--- config.mk ---
export PLATFORM = sky130hd
export DESIGN_NAME = ef_dac1008_player
export DESIGN_NICKNAME = d
export VERILOG_FILES = /design/src/rtl/ef_dac1008_player.sv
export SDC_FILE = /design/constraint.sdc
export NUM_CORES = 1
export LEC_CHECK = 0
export ABC_AREA = 1
export BUFFER_PORTS_ARGS = -buffer_cell sky130_fd_sc_hd__buf_2
export CAP_MARGIN = 20
export CORE_AREA = 5 5 137 139
export CTS_CLUSTER_DIAMETER = 80
export DETAILED_ROUTE_END_ITERATION = 8
export DIE_AREA = 0 0 142 144
export PLACE_DENSITY = 0.68
export SYNTH_ARGS = -nofsm -noshare
export SYNTH_HDL_FRONTEND = slang
export SYNTH_SLANG_ARGS = --single-unit
--- constraint.sdc ---
create_clock -name clk -period 4.45 [get_ports clk]
set_input_delay 0.2225 -clock clk [delete_from_list [all_inputs] [get_ports clk]]
set_output_delay 0.2225 -clock clk [all_outputs]
set_load 0.01 [all_outputs]
--- src/rtl/ef_dac1008_player.sv ---
// ef_dac1008_player: FIFO-fed DAC sample player.
// Samples are written into a small FIFO. After the FIFO has primed to a
// threshold, the player pops one word per sample period and presents it on
// dac_data with a one-cycle load pulse. Sticky flags record underrun and
// overflow events.
module ef_dac1008_player #(
    parameter int DW    = 10,
    parameter int DEPTH = 16
) (
    input  logic          clk,
    input  logic          rst,
    input  logic          en,
    input  logic [7:0]    sample_div,
    input  logic          wr,
    input  logic [DW-1:0] wdata,
    input  logic          flush,
    input  logic [4:0]    fifo_threshold,
    output logic [4:0]    fifo_level,
    output logic          fifo_full,
    output logic          fifo_empty,
    output logic          fifo_below,
    output logic [DW-1:0] dac_data,
    output logic          load,
    output logic          underrun,
    output logic          overflow,
    input  logic          err_clr
);

    localparam int AW = (DEPTH > 1) ? $clog2(DEPTH) : 1;

    typedef enum logic [1:0] {IDLE, PRIME, RUN} state_t;

    state_t        state;
    state_t        state_nxt;
    logic [7:0]    cnt;
    logic [7:0]    cnt_nxt;
    logic [AW-1:0] rptr;
    logic [AW-1:0] wptr;
    logic [4:0]    level;
    logic [DW-1:0] mem [DEPTH];
    logic [4:0]    eff_thr;
    logic          tick;
    logic          pop;
    logic          push;
    logic          drop;

    assign fifo_level = level;
    assign fifo_full  = (level == 5'(DEPTH));
    assign fifo_empty = (level == 5'd0);
    assign fifo_below = (level < eff_thr);

    // Clamp the prime threshold so an oversized value still means "completely full".
    always_comb begin
        eff_thr = fifo_threshold;
        if (fifo_threshold > 5'(DEPTH)) begin
            eff_thr = 5'(DEPTH);
        end
    end

    // Playback sequencing: next state, tick counter and the per-cycle FIFO actions.
    always_comb begin
        state_nxt = state;
        cnt_nxt   = cnt;
        tick      = 1'b0;
        if (!en) begin
            state_nxt = IDLE;
            cnt_nxt   = 8'd0;
        end else begin
            case (state)
                IDLE: begin
                    state_nxt = PRIME;
                end
                PRIME: begin
                    if (level >= eff_thr) begin
                        state_nxt = RUN;
                        cnt_nxt   = 8'd0;
                    end
                end
                RUN: begin
                    if (cnt == 8'd0) begin
                        tick    = 1'b1;
                        cnt_nxt = sample_div;
                    end else begin
                        cnt_nxt = cnt - 8'd1;
                    end
                end
                default: begin
                    state_nxt = IDLE;
                    cnt_nxt   = 8'd0;
                end
            endcase
        end
        // A flush cancels both the pop and the write of its cycle; a write into
        // a full FIFO survives only when the same cycle frees a slot.
        pop  = tick && !fifo_empty && !flush;
        push = wr && !flush && (!fifo_full || pop);
        drop = wr && !flush && fifo_full && !pop;
    end

    // State, pointers, output register and sticky flags.
    always_ff @(posedge clk or posedge rst) begin
        if (rst) begin
            state    <= IDLE;
            cnt      <= 8'd0;
            rptr     <= '0;
            wptr     <= '0;
            level    <= 5'd0;
            dac_data <= '0;
            load     <= 1'b0;
            underrun <= 1'b0;
            overflow <= 1'b0;
        end else begin
            state <= state_nxt;
            cnt   <= cnt_nxt;
            load  <= pop;
            if (pop) begin
                dac_data <= mem[rptr];
            end
            if (flush) begin
                rptr  <= '0;
                wptr  <= '0;
                level <= 5'd0;
            end else begin
                if (push) begin
                    wptr <= wptr + 1'b1;
                end
                if (pop) begin
                    rptr <= rptr + 1'b1;
                end
                case ({push, pop})
                    2'b10:   level <= level + 5'd1;
                    2'b01:   level <= level - 5'd1;
                    default: level <= level;
                endcase
            end
            underrun <= (tick && fifo_empty) || (underrun && !err_clr);
            overflow <= drop || (overflow && !err_clr);
        end
    end

    // Sample storage; contents need no reset because the pointers define validity.
    always_ff @(posedge clk) begin
        if (push) begin
            mem[wptr] <= wdata;
        end
    end

endmodule

# After elaboration in Yosys (flattened, before gate mapping)
# Memory sizes are Yosys's and may differ from the RTL's. A register that Yosys moved wholly into a read port is not among the register bits.
# Cells that the tools add are included.
# word_totals
inputBits	29
latchBits	0
output_inout_bits	21
ram_bits	160
register_bits	26
n_memories	1
mem_bits_ro	0
# classes
muxes	19
div_mod_pow	0
n_bitwise	0
n_eq_ne	8
add_sub_neg	5
multipliers	0
n_lt_le_gt_ge	3
shift	0
reduce_logical	25
# memory_table
name	depth	width	read_ports	rd_clocked_by_memory_dff	write_ports	line	source
mem	16	10	1	1	1	40	logic [DW-1:0] mem [DEPTH];
# op_table
operator	n
$mux W8	3
$pmux W8 S3	1
$mux W4	4
$mux W5	2
$pmux W5 S2	1
$logic_and A1 B1 Y1	9
$add A4 B1 Y4 const B	2
$logic_not A8 Y1	1
$sub A8 B1 Y8 const B	1
$pmux W2 S3	1
$add A5 B1 Y5 const B	1
$eq A5 B5 Y1 const B	1
$ge A5 B5 Y1	1
$gt A5 B5 Y1 const B	1
$logic_not A1 Y1	5
$logic_not A5 Y1	1
$lt A5 B5 Y1	1
$mux W1	5
$sub A5 B1 Y5 const B	1
$eq A2 B1 Y1 const B	2
$eq A2 B2 Y1 const B	2
$mux W2	2
$ne A2 B2 Y1 const B	2
$reduce_and A2 Y1	2
other kinds (5)	8

# Longest topological paths before layout
# Gate-level depths: netlist of the first run.
# depth
ltp_word	11
depth_mapped	17
ltp_nobuf	17

# Least setup slack after synthesis of the first run
# OpenSTA, ideal clock, no wires.
# synth_path
path_kind	register to register
from	register cnt[0]
to	register level[4] (netlist: fifo_level[4])
path_stages_with_launch	18
n_path_buf	0
t_required_ns	4.334
arrival_ns	2.217
slack_ns	2.116
setup_ns	0.116
path_cell_list	dfrtp_1 > inv_1 > ha_1 > nand2_1 > nor2_4 > nand4_2 > nor2_2 > inv_1 > fa_1 > inv_1 > nand3_1 > nand2_1 > nand2_1 > nand2_1 > o21bai_1 > nand2_1 > nand2_1 > nand2_1
# synth_via
elab_chain_cells	11
word_cells_on_any_way	13
cone_classes	2 x eq/ne; 5 x mux; 6 x reduce/logical
# synth_lines
element	line	source
start: declaration	35	logic [7:0] cnt;
start signal: assignment	114	cnt <= cnt_nxt;
$logic_not A8 Y1 *	80	if (cnt == 8'd0) begin
$mux W1 *	80	
$mux W1 *	69	case (state)
$mux W1 *	65	if (!en) begin
$logic_and A1 B1 Y1 * (2 in a row)	95	pop = tick && !fifo_empty && !flush;
$logic_or A1 B1 Y1	96	push = wr && !flush && (!fifo_full || pop);
$logic_and A1 B1 Y1	96	
$eq A2 B1 Y1 / $eq A2 B2 Y1 (equally long branches)	130	case ({push, pop})
$pmux W5 S2	130	
$mux W5	119	if (flush) begin
end signal: assignment	131	2'b10: level <= level + 5'd1;
end signal: assignment	132	2'b01: level <= level - 5'd1;
end signal: assignment	133	default: level <= level;
end: declaration	39	logic [4:0] level;
# Mark *: on every way between the ends. The rest lies on a longest branch, timed or not.
# A chain may end at the register's enable or synchronous reset.

# Worst setup path in the final report of the first run
# layout_path
from	register cnt[0]
to	memory mem[14][7] (enable)
# layout_via
elab_chain_cells	10
# layout_lines
element	line	source
$logic_not A8 Y1	80	
$mux W1	80	
$mux W1	69	
$mux W1	65	
$logic_and A1 B1 Y1 (2 in a row)	95	
$logic_or A1 B1 Y1	96	
$logic_and A1 B1 Y1	96	
$mux W1	143	if (push) begin
$mux W1 (not written as such)	144	mem[wptr] <= wdata;
end: declaration	40	
# No other way between the ends.

==> impl_metrics.csv, run 1 <==
group,metric,value,unit
yosys,ys_seq_area_frac,0.6698,
grt,grt_pass1_vias,5410,
routing,drc,0,
worst_setup_path,reg2reg_from,"cnt[0]",
worst_setup_path,startpoint,"cnt[0]",
timing,fmaxAchievable,379.5,MHz
routing,viasPerCell,5.451,
min_path,worstHoldPathCells,3,
min_path,hold_class,"in -> reg",
cts,clkTransAtPathRegs,0.07,ns
worst_setup_path,ff2ff_path_depth,10,
timing,fin_crit_sh,0.5921,
timing,hold_ws,0.05956,ns
yosys,yosys_warnings,0,
cells_and_area,final_core_util,0.5445,
worst_setup_path,cp.required,4.51,ns
routing,drt_iter0_markers,588,
worst_setup_path,ff2ff_setup_slack,1.82,ns
yosys,synthArstFlopShare,0.1837,
worst_setup_path,reg2reg_to,"mem[14][7]",
cts,cts_tree,"done",
yosys,synth_edf_count,160,
yosys,synth_top_cell_by_area,"edfxtp_1",
cells_and_area,area_growth,12.09,%
yosys,avgSynthCellArea,11.11,sq um
grt,antenna_found_initial,0,
cells_and_area,nNetsFinal,852,
min_path,hold_start,"sample_div[2]",
yosys,synth_ff_type,"edfxtp_1",
routing,routed_wl,19.87,mm
placed_design,gp_congestion,0.8877,
worst_setup_path,startpoint_type,"register",
cts,root_buffer,"clkbuf_16",
yosys,synthAdderAreaFrac,0.02438,
floorplan,core_area,17530,sq um
worst_setup_path,cp-end-kind,"register",
grt,grt_usage,0.2024,
cells_and_area,final_common_cell,"edfxtp_1",
cts,clock_sinks,196,
routing,routedWlPerCell,18.94,um
timing,min_period,2.635,ns
yosys,synth_top_family_by_area,"simple AND/OR/NAND/NOR gates",
worst_setup_path,path_max_fanout,10,
yosys,yosysTopAreaCellShare,0.5640,
cells_and_area,layout_common_cells,"edfxtp_1, nor2_1, nand2_1",
min_path,min_to,"cnt[2]",
yosys,synth_seq_cells,196,
placed_design,io_buffer_count,49,
cts,cts_resized,0,
yosys,synth_area,8518,sq um
cts,cts_buffers,17,
cts,clock_latency,0.44,ns
job,max_cap_viol_count,0,
timing,finClkSkew,0.01169,ns
routing,antenna_left,0,
power_and_ir_drop,power_density,412.1,nW/um^2
routing,dr.pass1.iters,5,
grt,overflow,0,
routing,vias,5718,
yosys,synth_simple_gate_area_frac,0.1594,
placed_design,hpwl,12.94,mm
floorplan,fp.dieW,142,um
cells_and_area,antenna_cells,0,
yosys,synthesis.nets,812,
timing,relSlewSlack,0.3827,
timing,setup_violations,0,
yosys,synthDistinctLibCells,33,
yosys,synth_area_leaders,"edfxtp_1, dfrtp_1, nor2_1",
yosys,synth_xor_area_frac,0.004113,
status,outcome,"finished, final reports clean",
worst_setup_path,worstSetupPathType,"reg -> reg",
floorplan,die_h,144,um
yosys,syn_inst,767,
yosys,synth_compound_area_frac,0.1075,
floorplan,fp.dieArea,20450,sq um
power_and_ir_drop,p_leak,0.003649,uW
timing,rsz0062_at_grt,"false",
yosys,synthMuxAreaShare,0,
grt,grt_max_degree,83,
grt,grt_pass1_wl,30.90,mm
floorplan,num_rows,49,
cts,htreeDepth,4,
timing,final_max_slew_viol_count,0,
timing,tightest_slew,0.9260,ns
power_and_ir_drop,max-vdd-ir-drop,0.2817,mV
floorplan,boundaryPins,50,
worst_setup_path,crit_arrival,2.70,ns
floorplan,start_util,0.4858,
cts,cts_buffer_depth,2,
cells_and_area,layout-drive-gt1-share,0.1427,
cells_and_area,fillerInstances,1510,
timing,fin_tns_setup,0,ns
timing,hold_violations,0,
[flip-flops by register name (all words and copies together), names as in the netlist]
name / cells
mem: 160
dac_data: 10
cnt: 8
fifo_level: 5
rptr: 4
wptr: 4
state: 2
load: 1
overflow: 1
underrun: 1
[repair_timing]
item                                   in CTS  in global routing
endpoints found under the hold margin      38                  0
buffers inserted                            0                  0
hold buffers                                2                  0
[worst max-delay path, stage by stage, from the launching register on]
cell      delay [ns]
dfrtp_1         0.38
inv_1           0.13
ha_1            0.19
nand2_1         0.09
nor2_4          0.21
nand4_2         0.17
nand2_1         0.11
nand2_2         0.08
clkinv_2        0.13
nand2_2         0.11
nor2_1          0.66
[through the flow]
step	setup slack [ns]	std cells	total power, uW	area [sq um]
3_3_place_gp	1.873	1015	2481	8941
3_5_place_dp	1.815	1015	2487	8941
5_1_grt	1.500	1049	4088	9548
2_1_floorplan	2.116	767	2334	8518
4_1_cts	1.815	1049	3965	9548
6_report	1.815	1049	3935	9548
[final cells by class]
class	count	area (sq um)	area share
Clock buffer	17	425.4	0.04456
Clock inverter	15	161.4	0.01690
Inverter	41	155.1	0.01625
Multi-Input combinational cell	496	2516	0.2635
Sequential cell	196	5708	0.5978
Tap cell	229	286.5	0.03001
Timing Repair Buffer	55	295.3	0.03093
[worst max-delay path by stage]
stage                     cells past startpoint       endpoint
after CTS                                    10     mem[14][7]
final                                        10     mem[14][7]
after global routing                         17  fifo_level[4]
after global placement                       10     mem[11][0]
after floorplan                              17  fifo_level[4]
after detailed placement                     10     mem[10][7]
[kinds of logic (layout without fill, tap and decap cells)]
kind of cell | after synthesis | count (layout)
AOI/OAI and AO/OA | 156 | 156
adders and majority gates | 16 | 16
DFF | 196 | 196
xor gates and xnor gates | 4 | 4
buffers and inverters | 75 | 128
and+or+nand+nor | 320 | 320
[report_power, final]
| part | switching (uW) | internal (uW) | total (uW) |
|---|---|---|---|
| Clock | 738 | 751 | 1490 |
| Combinational | 256 | 117 | 373 |
| Sequential | 35.4 | 2040 | 2070 |
| Total | 1030 | 2910 | 3940 |
[cell usage after synthesis, types with 2 or more instances]
library cell / n
nor2_2: 7
clkbuf_1: 22
nor2_4: 3
o21bai_1: 2
nand3_2: 2
nand3_1: 35
inv_2: 6
dfrtp_1: 36
inv_1: 34
edfxtp_1: 160
o21ai_1: 66
o21ai_0: 32
o211ai_1: 45
a21oi_1: 7
xor2_1: 4
ha_1: 15
nand2_2: 6
nor2_1: 157
nand2_1: 99
nor3_1: 4
nand4_1: 3
buf_2: 11
[layer usage]
metal | global-route usage | up-vias | share of wire
met4 | 0.07525 | 0 | 0.023
li1 | - | 2777 | -
met1 | 0.3004 | 2690 | 0.45
met3 | 0.03472 | 35 | 0.072
met5 | 0 | - | 0
met2 | 0.3021 | 216 | 0.45
No activity file was read; power rests on OpenSTA's default activity.
==> run 2, diff against run 1 <==
==> config.mk (replaced) <==
export PLATFORM = sky130hd
export DESIGN_NAME = ef_dac1008_player
export DESIGN_NICKNAME = d
export VERILOG_FILES = /design/src/rtl/ef_dac1008_player.sv
export SDC_FILE = /design/constraint.sdc
export NUM_CORES = 1
export LEC_CHECK = 0
export ABC_AREA = 0
export BUFFER_PORTS_ARGS = -buffer_cell sky130_fd_sc_hd__buf_2
export CAP_MARGIN = 20
export CORE_AREA = 5 5 135 137
export CTS_CLUSTER_DIAMETER = 80
export DETAILED_ROUTE_END_ITERATION = 8
export DIE_AREA = 0 0 140 142
export PLACE_DENSITY = 0.7
export SYNTH_ARGS = -nofsm -noshare
export SYNTH_HDL_FRONTEND = slang
export SYNTH_SLANG_ARGS = --single-unit
==> constraint.sdc (replaced) <==
create_clock -name clk -period 2.1 [get_ports clk]
set_input_delay 0.105 -clock clk [delete_from_list [all_inputs] [get_ports clk]]
set_output_delay 0.105 -clock clk [all_outputs]
set_load 0.01 [all_outputs]
==> run 2 against run 1 <==
Effect of this change:
- global-route usage shrank 2.2 points
- hold slack got worse by 0.046 ns
- critical path depth increased by 1
- sequential share of layout area shrank 4.0 points
- power increased by 100%
- the flow now finishes with violations (negative setup slack)
- core utilization grew 5.9 points
- sequential power up 110%
- synthesized cell count down 37%
==> impl_metrics.csv, run 2 <==
group,metric,value,unit
yosys,ys_seq_area_frac,0.6891,
routing,drt_iter0_markers,398,
status,outcome,"complete, but fails checks",
yosys,synth_seq_cells,196,
timing,hold_violations,0,
yosys,synth_area,8279,sq um
timing,relSlewSlack,0.5305,
worst_setup_path,cp.required,2.45,ns
power_and_ir_drop,p_int,6172,uW
cells_and_area,top_regs,"mem: 160 flops, dac_data: 10 flops, cnt: 8 flops",
timing,fin_crit_sh,1.241,
job,max_cap_viol_count,0,
cts,clock_latency,0.43,ns
yosys,synthArstFlopShare,0.1837,
grt,antenna_found_initial,0,
placed_design,hpwl,11.42,mm
cells_and_area,antenna_cells,0,
worst_setup_path,cp-end-kind,"register",
worst_setup_path,startpoint_type,"register",
power_and_ir_drop,switching_power,1820,uW
cts,clock_sinks,196,
power_and_ir_drop,switching_share,0.2277,
floorplan,fp.dieW,140,um
routing,vias,4619,
routing,viasPerCell,5.499,
power_and_ir_drop,power_frac_comb,0.069,
power_and_ir_drop,pwr-share-clk,0.393,
cts,htreeDepth,4,
floorplan,boundaryPins,50,
power_and_ir_drop,max-vdd-ir-drop,0.5914,mV
routing,routed_wl,17.26,mm
yosys,synth_common_cells,"edfxtp_1, mux4_2, nand2_1",
floorplan,core_area,16940,sq um
timing,post-route-worst-setup-slack,-0.5060,ns
yosys,synth_edf_count,160,
cts,cts_buffer_depth,2,
min_path,hold_class,"in -> reg",
power_and_ir_drop,power_density,781.3,nW/um^2
floorplan,start_util,0.4888,
timing,fmaxAchievable,383.7,MHz
floorplan,die_h,142,um
cells_and_area,area_growth,23.55,%
yosys,syn_inst,482,
status,violations,"negative setup slack",
routing,antenna_left,0,
worst_setup_path,path_max_fanout,3,
timing,setup_violations,164,
power_and_ir_drop,p_leak,0.003768,uW
cells_and_area,nNetsFinal,648,
cts,cts_tree,"done",
worst_setup_path,worstSetupPathType,"reg -> reg",
cells_and_area,top_register,"mem",
worst_setup_path,crit_arrival,2.96,ns
yosys,synthesis.nets,527,
grt,grt_pass1_wl,27.21,mm
yosys,yosys_warnings,0,
cells_and_area,largest_reg_flops,160,
yosys,yosysTopAreaCellShare,0.5803,
routing,dr.pass1.iters,5,
cells_and_area,layout_common_cells,"edfxtp_1, buf_4, mux4_2",
yosys,synthDistinctLibCells,48,
yosys,post-synth-top-count-cell,"edfxtp_1",
timing,rsz0062_at_grt,"true",
cts,cts_buffers,17,
yosys,synth_ff_type,"edfxtp_1",
grt,overflow,0,
cts,root_buffer,"clkbuf_16",
placed_design,gp_congestion,0.8138,
routing,drc,0,
routing,routedWlPerCell,20.55,um
power_and_ir_drop,seqPwrFrac,0.538,
timing,fin_tns_setup,-27.43,ns
timing,final_max_slew_viol_count,0,
grt,grt_pass1_vias,4802,
yosys,avgSynthCellArea,17.18,sq um
power_and_ir_drop,power,7991,uW
floorplan,fp.dieArea,19880,sq um
timing,min_period,2.606,ns
grt,grt_max_degree,43,
yosys,synth_area_leaders,"edfxtp_1, mux4_2, dfrtp_1",
placed_design,io_buffer_count,49,
yosys,synth_top_cell_by_area,"edfxtp_1",
timing,finClkSkew,0.01014,ns
cells_and_area,final_common_cell,"edfxtp_1",
cells_and_area,layout-drive-gt1-share,0.4114,
timing,tightest_slew,0.7042,ns
cts,clkTransAtPathRegs,0.07,ns
grt,grt_usage,0.1803,
floorplan,num_rows,48,
==> run 2: changes by cell type in the layout (fill, tap and decap cells not counted), moves of 44 or more <==
cell / change
o211ai_1: -44
mux4_2: +50
nand2_1: -54
buf_4: +49
nor2_1: -144
o21ai_1: -66
==> run 2: repair_timing <==
item,in CTS,in global routing
pin swaps,9,5
cloned,1,3
hold buffers,3,0
setup endpoints to repair,168,185
resized for setup,13,10
hold endpoints to repair,39,0
buffers inserted,5,6
==> run 2: cell type report <==
cell class,count,area (sq um)
sequential,196,5707
tap,225,281.5
fill,1271,6708
inverter,20,75.07
clock inverter,13,142.6
timing repair buffer,118,915.9
clock buffer,18,429.2
multi-input combinational,250,2678
==> run 2: layer usage <==
| layer | track usage | up-vias | wire length [um] |
|---|---|---|---|
| li1 | - | 2125 | - |
| met1 | 0.2550 | 2341 | 7424 |
| met2 | 0.2877 | 133 | 8627 |
| met3 | 0.03864 | 20 | 1007 |
| met4 | 0.05252 | 0 | 206 |
| met5 | 0 | - | 0 |
==> run 2: path summary, 6_finish.rpt <==
kind                                  to  cells past startpoint     startpoint  slack (ns)
setup / recovery           fifo_level[4]                     11         cnt[0]       -0.51
setup reg to reg           fifo_level[4]                     11         cnt[0]       -0.51
min in group asynchronous    dac_data[7]                      4            rst        0.32
hold reg to reg              dac_data[1]                      2    dac_data[1]        0.46
hold / removal                    cnt[0]                      3  sample_div[0]        0.01
max in group asynchronous        rptr[0]                      4            rst        1.41
==> run 2: metrics by stage <==
step                area [sq um]  hold WS (ns)    util  cells  setup slack, ns
finish                     10230       0.01393  0.6039    840          -0.5060
global route               10230       0.03430  0.6039    840          -0.6717
CTS                        10130       0.03447  0.5982    831          -0.5109
detailed placement          9435        0.2404  0.5571    792          -0.5665
global placement            9435        0.2346  0.5571    792          -0.5119
floorplan                   8427        0.1980       -    482          -0.7941
==> run 2: worst max-delay path, stage by stage (launching register included) <==
cell       delay (ns)
dfrtp_1          0.40
inv_2            0.08
ha_4             0.13
nor3b_4          0.23
o2111ai_4        0.14
or3_4            0.37
fa_2             0.35
nand2b_1         0.16
a21oi_2          0.16
nor3_1           0.06
or3_1            0.30
a31oi_1          0.16
==> run 2: power groups by stage <==
stage	Combinational, uW	Clock, uW	Sequential, uW
2_1_floorplan	256	0	4400
3_3_place_gp	481	0	4380
3_5_place_dp	501	0	4390
4_1_cts	527	3200	4300
5_1_grt	602	3400	4310
6_report	547	3140	4300
==> run 2: cell families (layout without fill, tap and decap cells) <==
group	count (synthesis)	in the layout	synth area share
compound gates	39	39	0.03491
simple gates	128	132	0.08010
fa+ha+maj	16	16	0.02509
flops	196	196	0.6891
buf+inv	40	169	0.01919
xor+xnor	6	6	0.006347
mux	57	57	0.1452
